==> src/rtl/medicine_ack_handler.sv <==
// medicine_ack_handler
//   Patient-side responder for the medicine reminder. Turns a reminder edge
//   into a buzzer/LED alert, waits for an acknowledge or snooze press, and
//   reports each dose as taken or missed. It also keeps saturating counters
//   for the status display.
//
//   Ports
//     clk, reset          rising-edge clock, synchronous active-high reset
//     medicine_reminder   reminder level; only its rising edge is used
//     ack_btn, snooze_btn raw asynchronous, bouncy buttons
//     buzzer              high in ALERT
//     led_alert           high in ALERT and SNOOZE
//     dose_taken          1-cycle pulse on acknowledge
//     dose_missed         1-cycle pulse on window expiry or overrun
//     taken_count         saturating count of doses taken
//     missed_count        saturating count of doses missed
//     snooze_used         snoozes consumed for the current dose
//     busy                high whenever not IDLE
//
//   Every output is registered from the next-state decode, so each output
//   changes on the same edge as the state it reflects.

// Per-button conditioning: 2-flop synchronizer, then a saturating debounce
// counter. The press pulse is registered, so it fires DEBOUNCE_CYCLES+1 edges
// after the raw level is first sampled high.
module medicine_ack_handler_debounce #(
  parameter int DEBOUNCE_CYCLES = 4
) (
  input  logic clk,
  input  logic reset,
  input  logic btn,
  output logic press
);
  localparam int CW = $clog2(DEBOUNCE_CYCLES + 1);
  localparam logic [CW-1:0] DB_MAX = CW'(DEBOUNCE_CYCLES);

  logic [1:0]    sync_q;
  logic [CW-1:0] cnt_q;

  always_ff @(posedge clk) begin
    if (reset) begin
      sync_q <= '0;
      cnt_q  <= '0;
      press  <= 1'b0;
    end else begin
      sync_q <= {sync_q[0], btn};
      if (!sync_q[1])          cnt_q <= '0;
      else if (cnt_q != DB_MAX) cnt_q <= cnt_q + 1'b1;
      // Fire on the step into DB_MAX; the counter then holds until release.
      press <= sync_q[1] && (cnt_q == DB_MAX - 1'b1);
    end
  end
endmodule

module medicine_ack_handler #(
  parameter int DEBOUNCE_CYCLES = 4,
  parameter int ACK_WINDOW      = 50,
  parameter int SNOOZE_CYCLES   = 20,
  parameter int MAX_SNOOZE      = 2
) (
  input  logic       clk,
  input  logic       reset,
  input  logic       medicine_reminder,
  input  logic       ack_btn,
  input  logic       snooze_btn,
  output logic       buzzer,
  output logic       led_alert,
  output logic       dose_taken,
  output logic       dose_missed,
  output logic [7:0] taken_count,
  output logic [7:0] missed_count,
  output logic [1:0] snooze_used,
  output logic       busy
);
  localparam int NUM_LANES = 2;  // lane 0 = ack, lane 1 = snooze
  localparam int WW = $clog2(ACK_WINDOW + 1);
  localparam int SW = $clog2(SNOOZE_CYCLES + 1);
  localparam logic [WW-1:0] WIN_LOAD = WW'(ACK_WINDOW - 1);
  localparam logic [SW-1:0] SNZ_LOAD = SW'(SNOOZE_CYCLES - 1);
  localparam logic [1:0]    MAX_SN   = 2'(MAX_SNOOZE);

  typedef enum logic [2:0] {S_IDLE, S_ALERT, S_SNOOZE, S_TAKEN, S_MISSED} state_t;

  logic [NUM_LANES-1:0] btn_raw, press;
  assign btn_raw = {snooze_btn, ack_btn};

  for (genvar g = 0; g < NUM_LANES; g++) begin : g_lane
    medicine_ack_handler_debounce #(.DEBOUNCE_CYCLES(DEBOUNCE_CYCLES)) u_db (
      .clk   (clk),
      .reset (reset),
      .btn   (btn_raw[g]),
      .press (press[g])
    );
  end

  wire ack_press = press[0];
  wire snz_press = press[1];

  // Edge detect is registered so the reminder reaches ALERT one edge after
  // it is first sampled high, matching the registered button presses.
  logic rem_hist_q, rise_q;

  state_t        state_q, state_d;
  logic [WW-1:0] win_q, win_d;
  logic [SW-1:0] snz_q, snz_d;
  logic [1:0]    used_d;
  logic          pend_q, pend_d;
  logic          overrun;

  always_comb begin
    state_d = state_q;
    win_d   = win_q;
    snz_d   = snz_q;
    used_d  = snooze_used;
    pend_d  = pend_q;
    overrun = 1'b0;
    case (state_q)
      S_IDLE: begin
        if (rise_q || pend_q) begin
          state_d = S_ALERT;
          win_d   = WIN_LOAD;
          used_d  = '0;
          pend_d  = 1'b0;
        end
      end
      S_ALERT, S_SNOOZE: begin
        if (rise_q) begin
          // A new reminder while the old dose is open: old dose is missed.
          overrun = 1'b1;
          state_d = S_ALERT;
          win_d   = WIN_LOAD;
          used_d  = '0;
        end else if (ack_press) begin
          state_d = S_TAKEN;
        end else if (state_q == S_ALERT) begin
          if (snz_press && (snooze_used < MAX_SN)) begin
            state_d = S_SNOOZE;
            used_d  = snooze_used + 1'b1;
            snz_d   = SNZ_LOAD;
          end else if (win_q == '0) begin
            state_d = S_MISSED;
          end else begin
            win_d = win_q - 1'b1;
          end
        end else begin
          if (snz_q == '0) begin
            state_d = S_ALERT;
            win_d   = WIN_LOAD;
          end else begin
            snz_d = snz_q - 1'b1;
          end
        end
      end
      S_TAKEN, S_MISSED: begin
        state_d = S_IDLE;
        if (rise_q) pend_d = 1'b1;
      end
      default: state_d = S_IDLE;
    endcase
  end

  always_ff @(posedge clk) begin
    if (reset) begin
      rem_hist_q   <= 1'b0;
      rise_q       <= 1'b0;
      state_q      <= S_IDLE;
      win_q        <= '0;
      snz_q        <= '0;
      pend_q       <= 1'b0;
      snooze_used  <= '0;
      buzzer       <= 1'b0;
      led_alert    <= 1'b0;
      dose_taken   <= 1'b0;
      dose_missed  <= 1'b0;
      busy         <= 1'b0;
      taken_count  <= '0;
      missed_count <= '0;
    end else begin
      rem_hist_q  <= medicine_reminder;
      rise_q      <= medicine_reminder && !rem_hist_q;
      state_q     <= state_d;
      win_q       <= win_d;
      snz_q       <= snz_d;
      pend_q      <= pend_d;
      snooze_used <= used_d;
      buzzer      <= (state_d == S_ALERT);
      led_alert   <= (state_d == S_ALERT) || (state_d == S_SNOOZE);
      dose_taken  <= (state_d == S_TAKEN);
      dose_missed <= (state_d == S_MISSED) || overrun;
      busy        <= (state_d != S_IDLE);
      if ((state_d == S_TAKEN) && (taken_count != 8'hFF))
        taken_count <= taken_count + 1'b1;
      if (((state_d == S_MISSED) || overrun) && (missed_count != 8'hFF))
        missed_count <= missed_count + 1'b1;
    end
  end
endmodule

==> config.mk <==
export PLATFORM = sky130hd
export DESIGN_NAME = medicine_ack_handler
export DESIGN_NICKNAME = d
export VERILOG_FILES = /design/src/rtl/medicine_ack_handler.sv
export SDC_FILE = /design/constraint.sdc
export NUM_CORES = 1
export LEC_CHECK = 0
export BUFFER_PORTS_ARGS = -buffer_cell sky130_fd_sc_hd__buf_4
export CAP_MARGIN = 15
export CORE_MARGIN = 1.5
export CORE_UTILIZATION = 50
export CTS_CLUSTER_SIZE = 20
export DETAILED_ROUTE_END_ITERATION = 8
export MAX_ROUTING_LAYER = met4
export PLACE_DENSITY = 0.81
export SYNTH_ARGS = -nofsm -noshare
export SYNTH_HDL_FRONTEND = slang
export SYNTH_SLANG_ARGS = --single-unit
export TNS_END_PERCENT = 50
==> constraint.sdc <==
create_clock -name clk -period 3.6 [get_ports clk]
set_input_delay 0.72 -clock clk [delete_from_list [all_inputs] [get_ports clk]]
set_output_delay 0.72 -clock clk [all_outputs]
set_load 0.005 [all_outputs]
# Word level (Yosys, flattened, before mapping)
# Index checks and enable logic that the tools add are counted.
dict set report op_classes {
  addsub 7
  magnitude_cmp 1
  eq_ne 24
  muxes 30
  bitwise_logic 4
  reduce_logical 24
}
# operator count
set ops {}
lappend ops {{$mux W6} 7}
lappend ops {{$mux W3} 7}
lappend ops {{$eq A3 B2 Y1 const B} 6}
lappend ops {{$add A8 B1 Y8 const B} 2}
lappend ops {{$ne A8 B8 Y1 const B} 2}
lappend ops {{$mux W5} 3}
lappend ops {{$ne A3 B3 Y1 const B} 5}
lappend ops {{$ne A4 B4 Y1 const B} 3}
lappend ops {{$pmux W6 S2} 1}
lappend ops {{$mux W2} 5}
lappend ops {{$reduce_and A5 Y1} 2}
lappend ops {{$reduce_or A2 Y1} 4}
lappend ops {{$add A3 B1 Y3 const B} 2}
lappend ops {{$eq A3 B1 Y1 const B} 2}
lappend ops {{$eq A3 B3 Y1 const B} 2}
lappend ops {{$logic_and A1 B1 Y1} 6}
lappend ops {{$logic_not A6 Y1} 1}
lappend ops {{$ne A2 B2 Y1 const B} 3}
lappend ops {{$pmux W3 S2} 1}
lappend ops {{$reduce_and A6 Y1} 1}
lappend ops {{$sub A6 B1 Y6 const B} 1}
lappend ops {{$logic_not A5 Y1} 1}
lappend ops {{$sub A5 B1 Y5 const B} 1}
lappend ops {{$mux W1} 4}
lappend ops {{12 further kinds} 18}
dict set report word_totals {
  reg_bits 52
  inputBits 5
  out_inout_bits 23
  elab_cells 110
}

# Logic depth before layout (Yosys ltp)
# Gate-level depths: netlist of the first run.
dict set report logic_depth {
  ltp_word 10
  mapped_depth 8
  mapped_depth_nobuf 7
}

# Cells and area by module
# A second synthesis of the first run with hierarchy kept.
dict set report unflattened {
  cells_unflattened 289
  hier_area_um2 2567.5
}
# mod n_inst cells_each area_each_um2 seq_area_each_um2
set modules_own_cells {}
lappend modules_own_cells {medicine_ack_handler 1 239 2077.0 800.8}
lappend modules_own_cells {medicine_ack_handler_debounce 2 25 245.2 120.1}

# Least setup slack after synthesis of the first run
# No wires, ideal clock.
dict set report synth_path {
  kind {reg-to-reg}
  startpoint {reg snz_q[0]}
  endpoint {reg win_q[2]}
  setup_time_ns 0.117
  arrival_ns 1.735
  t_required_ns 3.483
  slack_ns 1.748
  stages_incl_launch_ff 9
  n_path_buf 1
  period_less_slack_ns 1.852
  cell_sequence {dfxtp_1 -> inv_1 -> ha_1 -> nor4b_2 -> a311oi_1 -> nand2_1 -> clkbuf_1 -> o311ai_0 -> a32o_1}
}
dict set report synth_via {
  elab_chain_cells 3
}
# item line_no
set synth_lines {}
lappend synth_lines {{start: declaration} 105} ;# logic [SW-1:0] snz_q, snz_d;
lappend synth_lines {{start signal: assignment} 183} ;# snz_q <= snz_d;
lappend synth_lines {{$logic_not A5 Y1} 146} ;# if (snz_q == '0) begin
lappend synth_lines {{$ne A4 B4 Y1 (no line)} --}
lappend synth_lines {{$reduce_and A6 Y1 (no line)} --}
lappend synth_lines {{end signal: assignment} 182} ;# win_q <= win_d;
lappend synth_lines {{end: declaration} 104} ;# logic [WW-1:0] win_q, win_d;
# Every way passes these cells.
# A chain may end at the register's enable or synchronous reset.

# Worst setup path in the final report of the first run
dict set report layout_path {
  startpoint {reg state_q[1]}
  endpoint {reg taken_count[6]}
}
dict set report layout_via {
  elab_chain_cells 8
  word_cells_on_any_way 14
  cone_classes {eq/ne (3); mux (8); reduce/logical (3)}
}
# item line_no
set layout_lines {}
lappend layout_lines {{start: declaration} 103} ;# state_t state_q, state_d;
lappend layout_lines {{start signal: assignment} 181} ;# state_q <= state_d;
lappend layout_lines {{$mux W3} 140} ;# end else if (win_q == '0) begin
lappend layout_lines {{$mux W3} 136} ;# if (snz_press && (snooze_used < MAX_SN)) begin
lappend layout_lines {{$mux W3} 135} ;# end else if (state_q == S_ALERT) begin
lappend layout_lines {{$mux W3} 133} ;# end else if (ack_press) begin
lappend layout_lines {{$mux W3} 127} ;# if (rise_q) begin
lappend layout_lines {{$pmux W3 S2 (*)} 117} ;# case (state_q)
lappend layout_lines {{$eq A3 B2 Y1 (*)} 191} ;# if ((state_d == S_TAKEN) && (taken_count != 8'hFF))
lappend layout_lines {{$logic_and A1 B1 Y1 (*)} 191}
lappend layout_lines {{end signal: assignment} 192} ;# taken_count <= taken_count + 1'b1;
lappend layout_lines {{end: declaration} 70} ;# output logic [7:0] taken_count,
# Every way passes the cells marked *; elsewhere a longest branch is shown, timed or not.

==> results.toml, run 1 <==
[cells_and_area]
final-seq-area_mm2 = 0.00104
insertedDiodeCount = 0
drive_gt1_share_pct = 16.2
synthToLayoutAreaGrowth_pct = 13.7
layout.nets = 318
n_fill_cell = 418
multi_input_area_mm2 = 0.00132
fin_util_pct = 59.4
final_area_mm2 = 0.00283

[pwr]
power_density_mw_per_mm2 = 386
power_w = 0.00109
leakage_nw = 1.10
peakVddDrop_v = 0.000248

[global_route]
grt_pass1_vias = 1830
grt_max_degree = 45
grt_pass1_wl_mm = 7.83
grt.overflow.total = 0
antenna_found_initial = 0
grt_usage_pct = 18.8

[die]
die_area_mm2 = 0.00540
die_w_um = 73.5
core.rowCount = 25
pin_count = 28
start_util_pct = 52.3
die_h_um = 73.5
core_mm2 = 0.00475

[worst_hold_path]
hp-class = "reg -> reg"
hold_depth = 1

[route]
drt_iter0_markers = 113
drt-pass1-iter-count = 4
met2_length_mm = 2.30
top_layer = "met4"
via_per_inst = 5.52
met3_length_um = 145
wirelength_mm = 4.62
drc_errors = 0
ant_nets = 0
via_count = 2038
wl_per_cell_um = 12.5
met1_length_mm = 2.11

[timing]
clock.fmax_mhz = 423
hold_violations = 0
final-setup-viol-count = 0
finalClockSkew_ns = 0.00535
tns_ns = 0
worstMarginPinSlew_ns = 0.850
period_minus_slack_ns = 2.36
final.period_utilization_pct = 65.6
slew_viol_final = 0
rsz0062_at_grt = "false"
maxSlewHeadroom_pct = 43.0
whs_ns = 0.401

[yosys]
synth_edf_count = 0
ys_ff_latch = 52
syn_area_mm2 = 0.00249
synthCells = 278
synth_common_cells = "dfxtp_1, nor2_1, a21oi_1"
yosys_warnings = 0
synth_top_area_cell = "dfxtp_1"
syn_avg_cell_area_um2 = 8.94
synth.area.top_cells = "dfxtp_1, ha_1, nor2_1"
synth_seq_area_share_pct = 41.9
synth_ff_type = "dfxtp_1"
synth_cell_types = 52
syn_nets = 295
synth_most_common_cell = "dfxtp_1"
async_flop_share_pct = 0
synth_top_area_share_pct = 41.9

[placed_design]
gp_congestion = 0.903
portBuffers = 27
placed_area_mm2 = 0.00272
place_hpwl_mm = 3.32

[critical_path]
start_kind = "flop"
path_max_fanout = 13
r2r_cells = 5
crit_type = "reg -> reg"
critPathArrivalTime_ns = 2.56
required_ns = 3.80
endpoint_kind = "flop"

[run]
max-cap-violations = 0

[clock_network]
cts_tree = "built"
cts_inserted_buffers = 5
clock_latency_ns = 0.30
cts-root-buf = "clkbuf_8"
cts_setup_buffers = 0
ctsHoldBuffers = 0
cts-resized-gates = 0
clk_pin_slew_ns = 0.09
clk_path_buf_depth = 2
cts.sinks = 52
htreeDepth = 2

[status]
status = "complete, no violations"
kinds of logic (layout without fill, tap and decap cells):
kind of cell,Yosys count,count (layout),share of synthesized area (%)
AOI/OAI and AO/OA,60,60,17.5
adders and majority gates,12,12,6.04
xor gates and xnor gates,8,8,3.12
DFF,52,52,41.9
buffers and inverters,29,53,5.03
and+or+nand+nor,110,110,23.4
muxes,7,7,3.07
worst max-delay path, stage by stage (launching register included):
cell,delay [ns]
dfxtp_1,0.63
xor2_2,0.24
nand2b_1,0.14
a311oi_2,0.72
nand4_1,0.19
mux2_1,0.34
registers in the layout, summed over array words and instances (netlist names):
signal,count
busy,1
buzzer,1
dose_missed,1
dose_taken,1
g_lane.u_db.cnt_q,6
g_lane.u_db.press,2
g_lane.u_db.sync_q,4
led_alert,1
missed_count,8
pend_q,1
rem_hist_q,1
rise_q,1
snooze_used,2
snz_q,5
state_q,3
taken_count,8
win_q,6
layer usage:
layer | vias to the layer above | track usage [%]
met2 | 34 | 29.9
met4 | 0 | 8.44
met5 | - | -
met1 | 961 | 23.1
met3 | 6 | 3.70
li1 | 1037 | -
final timing paths:
check / from / endpoint / slack [ns]
worst max register to register: state_q[1] / taken_count[6] / 1.24
worst min register to register: rem_hist_q / rise_q / 0.40
worst min-delay path: rem_hist_q / rise_q / 0.40
worst max-delay path: state_q[1] / taken_count[6] / 1.24
metrics by stage:
stage	std cells	setup WS, ns
final	369	1.24
after global routing	369	1.03
after CTS	369	1.25
after detailed placement	361	1.25
after global placement	361	1.35
after floorplan	278	1.75
report_power, final:
part / internal [W] / switching [W]
clock network: 0.000206 / 0.000187
logic: 0.0000394 / 0.0000574
registers: 0.000589 / 0.0000135
total: 0.000834 / 0.000258
cell usage in the layout, fill, tap and decap left out, types with 6 or more instances in the layout:
master    Yosys  layout
dfxtp_1      52      52
nor2_1       33      33
buf_4         2      27
ha_1         12      12
nand2_1      15      15
a211oi_1      6       6
nand4_1       7       7
nor2b_1      11      11
a21oi_1      21      21
nand3_1      11      11
inv_1        18      18
final cells by class:
class                   count  share of cell area, %
clock buffers               5                   2.43
clock inverters             3                   1.51
inverters                  18                   2.39
multi-input cells         197                   46.7
flip-flops and latches     52                   36.8
well taps                  67                   2.97
repair buffers             27                   7.17
(Power assumes the default switching activity.)
==> inputs of run 2 (changes only) <==
--- a/config.mk
+++ b/config.mk
@@ -5,6 +5,7 @@
 export SDC_FILE = /design/constraint.sdc
 export NUM_CORES = 1
 export LEC_CHECK = 0
+export ABC_AREA = 1
 export BUFFER_PORTS_ARGS = -buffer_cell sky130_fd_sc_hd__buf_4
 export CAP_MARGIN = 15
 export CORE_MARGIN = 1.5
==> constraint.sdc (replaced) <==
create_clock -name clk -period 2.36 [get_ports clk]
set_input_delay 0.472 -clock clk [delete_from_list [all_inputs] [get_ports clk]]
set_output_delay 0.472 -clock clk [all_outputs]
set_load 0.005 [all_outputs]
==> run 2 against run 1 <==
Effect of this change:
- clock skew increased by 0.00052 ns
- sequential share of layout area down 1.1 points
- first-iteration DRC count is 1.8% higher
- global-route usage rose by 1.1 points
- sequential power up 52%
==> results.toml, run 2 <==
[timing]
whs_ns = 0.353
maxSlewHeadroom_pct = 67.1
final.period_utilization_pct = 77.4
worstMarginPinSlew_ns = 0.492
slew_viol_final = 0
finalClockSkew_ns = 0.00587
hold_violations = 0
rsz0062_at_grt = "false"
period_minus_slack_ns = 1.83
tns_ns = 0
final-setup-viol-count = 0
clock.fmax_mhz = 547

[clock_network]
ctsHoldBuffers = 0
htreeDepth = 2
clk_path_buf_depth = 2
cts.sinks = 52
clk_pin_slew_ns = 0.09
cts_inserted_buffers = 5
cts-resized-gates = 0
cts_setup_buffers = 0
cts_tree = "built"
clock_latency_ns = 0.31
cts-root-buf = "clkbuf_8"

[critical_path]
r2r_setup_slack_ns = 0.53
endpoint_kind = "flop"
worstReg2RegStart = "taken_count[0]"
crit_path_max_incr_delay_ns = 0.45
start_kind = "flop"
crit_type = "reg -> reg"
critical-path-top-delay-family = "simple AND/OR/NAND/NOR gates"
cp.buffers_inverters = 1
cp_common_cell = "nand4_1"
critPathArrivalTime_ns = 2.08
path_max_fanout = 13
crit_path_start = "taken_count[0]"
required_ns = 2.61
slowest_stage = "or2_2"
path_cells = "ha_1, inv_1, nor2_1, nand4_1, nand4_1, or2_2, a21oi_1"

[worst_hold_path]
hp-class = "in -> reg"
worstHoldStart = "snooze_btn"

[placed_design]
place_hpwl_mm = 3.47
dp_cells = 437
placed_area_mm2 = 0.00280
gp_congestion = 0.873
portBuffers = 27

[status]
status = "complete, no violations"

[yosys]
synth_top_area_share_pct = 40.6
syn_nets = 369
synth_ff_type = "dfxtp_1"
synth_cell_types = 31
synthCells = 352
ys_ff_latch = 52
yosys_warnings = 0
synth_edf_count = 0
async_flop_share_pct = 0
synth_seq_area_share_pct = 40.6
synth.area.top_cells = "dfxtp_1, nand2_1, nor2_1"
syn_avg_cell_area_um2 = 7.28
synth_most_common_cell = "nand2_1"
synth_top_area_cell = "dfxtp_1"
synth_common_cells = "nand2_1, dfxtp_1, nor2_1"
syn_area_mm2 = 0.00256

[die]
die_h_um = 74.6
pin_count = 28
die_w_um = 74.6
core.rowCount = 25
start_util_pct = 53.2
core_mm2 = 0.00482
die_area_mm2 = 0.00557

[cells_and_area]
final_common_cell = "nand2_1"
insertedDiodeCount = 0
drive_gt1_share_pct = 13.8
n_fill_cell = 472
multi_input_area_mm2 = 0.00130
top_regs = "missed_count x8, taken_count x8"
synthToLayoutAreaGrowth_pct = 13.7
final_cell_mix = "nand2_1, dfxtp_1, nor2_1"
fin_util_pct = 60.5
stdcell_count = 445
final_area_mm2 = 0.00291
final-seq-area_mm2 = 0.00104
layout.nets = 394

[global_route]
grt.overflow.total = 0
grt_usage_pct = 19.9
grt_max_degree = 37
antenna_found_initial = 0
grt_pass1_vias = 1989
grt_pass1_wl_mm = 8.34

[run]
max-cap-violations = 0

[route]
via_per_inst = 4.98
drc_errors = 0
drt_iter0_markers = 115
drt-pass1-iter-count = 4
ant_nets = 0
wirelength_mm = 4.98
wl_per_cell_um = 11.2
via_count = 2218

[pwr]
p_clk_share_pct = 36.4
leakage_nw = 1.31
peakVddDrop_v = 0.000390
power_density_mw_per_mm2 = 592
switchingPower_w = 0.000440
switching_share_pct = 25.5
internal-power_w = 0.00129
combinationalPowerShare_pct = 10.4
pwr-share-seq_pct = 53.2
run 2: final cells by class:
class | instances | share of cell area [%]
multi-input cells | 246 | 44.7
flip-flops and latches | 52 | 35.7
repair buffers | 27 | 6.96
inverters | 45 | 5.80
well taps | 67 | 2.88
clock buffers | 5 | 2.36
clock inverters | 3 | 1.59
run 2: power groups by stage:
stage	logic [W]	clock network [W]	registers, W
6_report	0.000179	0.000628	0.000919
5_1_grt	0.000200	0.000670	0.000923
4_1_cts	0.000179	0.000638	0.000919
3_5_place_dp	0.000177	0	0.000939
3_3_place_gp	0.000172	0	0.000939
2_1_floorplan	0.000136	0	0.000935
run 2: worst reg2reg max path, delay by kind of cell (launching register included):
kind                     cells  cell delay (ns)
flip-flops                   1             0.35
AO/OA/AOI/OAI                1             0.11
buffers and inverters        1             0.10
AND/OR/NAND/NOR              4             0.97
adder cells (fa/ha/maj)      1             0.24
run 2: cell families after synthesis:
logic type | synth area share, %
compound gates | 10.1
xor+xnor | 2.73
fa+ha+maj | 5.86
buf+inv | 8.59
flops | 40.6
simple gates | 32.2
run 2: metal layers:
| metal | wire length [um] | vias to the layer above | GRT usage (%) |
|---|---|---|---|
| li1 | - | 1174 | - |
| met1 | 2430 | 1017 | 23.7 |
| met2 | 2370 | 22 | 33.2 |
| met3 | 129 | 5 | 3.52 |
| met4 | 50 | 0 | 7.88 |
| met5 | 0 | - | - |
run 2: worst paths after layout:
check | endpoint | cells past startpoint
max | taken_count[0] | 7
min | g_lane[1].u_db.sync_q[0] | 3
max reg2reg | taken_count[0] | 7
min reg2reg | rise_q | 1
run 2: per-stage QoR:
step                      setup WS (ns)  power, W
after floorplan                   0.940   0.00107
after global placement            0.711   0.00111
after detailed placement          0.607   0.00112
after CTS                         0.545   0.00174
after global routing              0.396   0.00179
final                             0.533   0.00173
==> inputs of run 3 (changes only) <==
==> constraint.sdc (replaced) <==
create_clock -name clk -period 1.8 [get_ports clk]
set_input_delay 0.36 -clock clk [delete_from_list [all_inputs] [get_ports clk]]
set_output_delay 0.36 -clock clk [all_outputs]
set_load 0.005 [all_outputs]
==> run 3 against run 2 <==
Effect of this change:
- cell area is the same
- clock power grew 8.9%
- first-iteration DRC count grew 37%
- die area is the same
- fmax grew 11%
- clock-buffer cell count grew 3
- clock skew grew 0.0031 ns
- setup slack lost 0.39 ns
- non-clock buffer count grew 3
- worst hold slack lost 0.10 ns
- critical path depth grew 3
- critical endpoint is now missed_count[7]
- largest cell class unchanged
==> results.toml, run 3 (same netlist as run 2, synthesis figures left out) <==
[status]
status = "complete, no violations"

[timing]
rsz0062_at_grt = "false"
worstMarginPinSlew_ns = 0.401
tns_ns = 0
slew_viol_final = 0
hold_violations = 0
final-setup-viol-count = 0
final.period_utilization_pct = 91.8
period_minus_slack_ns = 1.65
maxSlewHeadroom_pct = 73.2
clock.fmax_mhz = 605
finalClockSkew_ns = 0.00896

[critical_path]
start_kind = "flop"
critical-path-top-delay-family = "simple AND/OR/NAND/NOR gates"
path_cells = "inv_1, nand2_2, nor2_4, nand2_4, nor2_8, nand2_4, nand2_2, nand2_2, nand2_1, a21oi_1"
cp.buffers_inverters = 1
required_ns = 1.99
cp_common_cell = "nand2_2"
critPathArrivalTime_ns = 1.84
crit_path_max_incr_delay_ns = 0.35
path_max_fanout = 11
endpoint_kind = "flop"
slowest_stage = "dfxtp_1"
crit_type = "reg -> reg"

[placed_design]
dp_cells = 440
portBuffers = 27
gp_congestion = 0.854
place_hpwl_mm = 3.69

[cells_and_area]
stdcell_count = 448
final_common_cell = "nand2_1"
layout.nets = 397
fin_util_pct = 60.5
top_regs = "missed_count x8, taken_count x8"
final_cell_mix = "nand2_1, dfxtp_1, nor2_1"
synthToLayoutAreaGrowth_pct = 13.7
insertedDiodeCount = 0
drive_gt1_share_pct = 14.4

[global_route]
grt_use_met3_pct = 4.61
grt_pass1_wl_mm = 8.69
top_usage_layer = "met2"
grt_use_met1_pct = 26.0
grt.overflow.total = 0
grt_usage_pct = 20.9
grt_pass1_vias = 2046
grt_max_degree = 36
antenna_found_initial = 0
grtUsageMet2_pct = 33.3

[clock_network]
cts-resized-gates = 0
cts_setup_buffers = 0
clk_path_buf_depth = 2
cts_inserted_buffers = 5
ctsHoldBuffers = 0
cts-root-buf = "clkbuf_8"
clock_latency_ns = 0.31
cts.sinks = 52
clk_pin_slew_ns = 0.09
cts_tree = "built"
htreeDepth = 2

[pwr]
power_density_mw_per_mm2 = 730
peakVddDrop_v = 0.000573
leakage_nw = 1.32

[route]
drc_errors = 0
drt-pass1-iter-count = 4
wl_per_cell_um = 11.4
via_count = 2236
drt_iter0_markers = 158
wirelength_mm = 5.11
via_per_inst = 4.99
ant_nets = 0

[die]
core_mm2 = 0.00482
die_area_mm2 = 0.00557
die_w_um = 74.6
start_util_pct = 53.2
pin_count = 28
core.rowCount = 25
die_h_um = 74.6

[worst_hold_path]
hp-class = "in -> reg"

[run]
max-cap-violations = 0
==> run 3: final cells by class <==
type / count / area, um^2
Multi-Input combinational cell: 246 / 1310
Timing Repair Buffer: 30 / 225
Tap cell: 67 / 83.8
Sequential cell: 52 / 1040
Clock buffer: 8 / 90.1
Inverter: 45 / 169
Fill cell: 447 / 1900
==> run 3: metal layers <==
layer	wire (um)	part of all wire, %
met1	2440	48
met5	0	0
met3	163	3.2
met2	2430	48
met4	76	1.5
==> run 3: worst reg2reg max path, stage by stage (launching register included) <==
cell	delay, ns
dfxtp_1	0.35
inv_1	0.13
nand2_2	0.10
nor2_4	0.17
nand2_4	0.12
nor2_8	0.14
nand2_4	0.07
nand2_2	0.16
nand2_2	0.13
nand2_1	0.09
a21oi_1	0.06
==> run 3: stage by stage <==
step / setup slack, ns / cell area [um^2] / power (W) / hold WS [ns]
finish: 0.147 / 2910 / 0.00213 / 0.252
global route: 0.0231 / 2910 / 0.00222 / 0.263
CTS: 0.105 / 2910 / 0.00214 / 0.246
detailed placement: 0.139 / 2820 / 0.00147 / 0.387
global placement: 0.199 / 2820 / 0.00146 / 0.378
floorplan: 0.380 / 2560 / 0.00140 / 0.373
==> run 3: worst paths after layout <==
check | end | start | slack [ns] | cells past startpoint
worst max-delay path | missed_count[7] | state_q[2] | 0.15 | 10
worst min-delay path | g_lane[0].u_db.sync_q[0] | ack_btn | 0.25 | 3
worst max register to register | missed_count[7] | state_q[2] | 0.15 | 10
worst min register to register | g_lane[0].u_db.sync_q[1] | g_lane[0].u_db.sync_q[0] | 0.41 | 2
==> run 3: power breakdown <==
part           switching, W  internal, W
clock              0.000370     0.000314
sequential        0.0000241      0.00118
combinational      0.000148    0.0000888
total              0.000542      0.00158
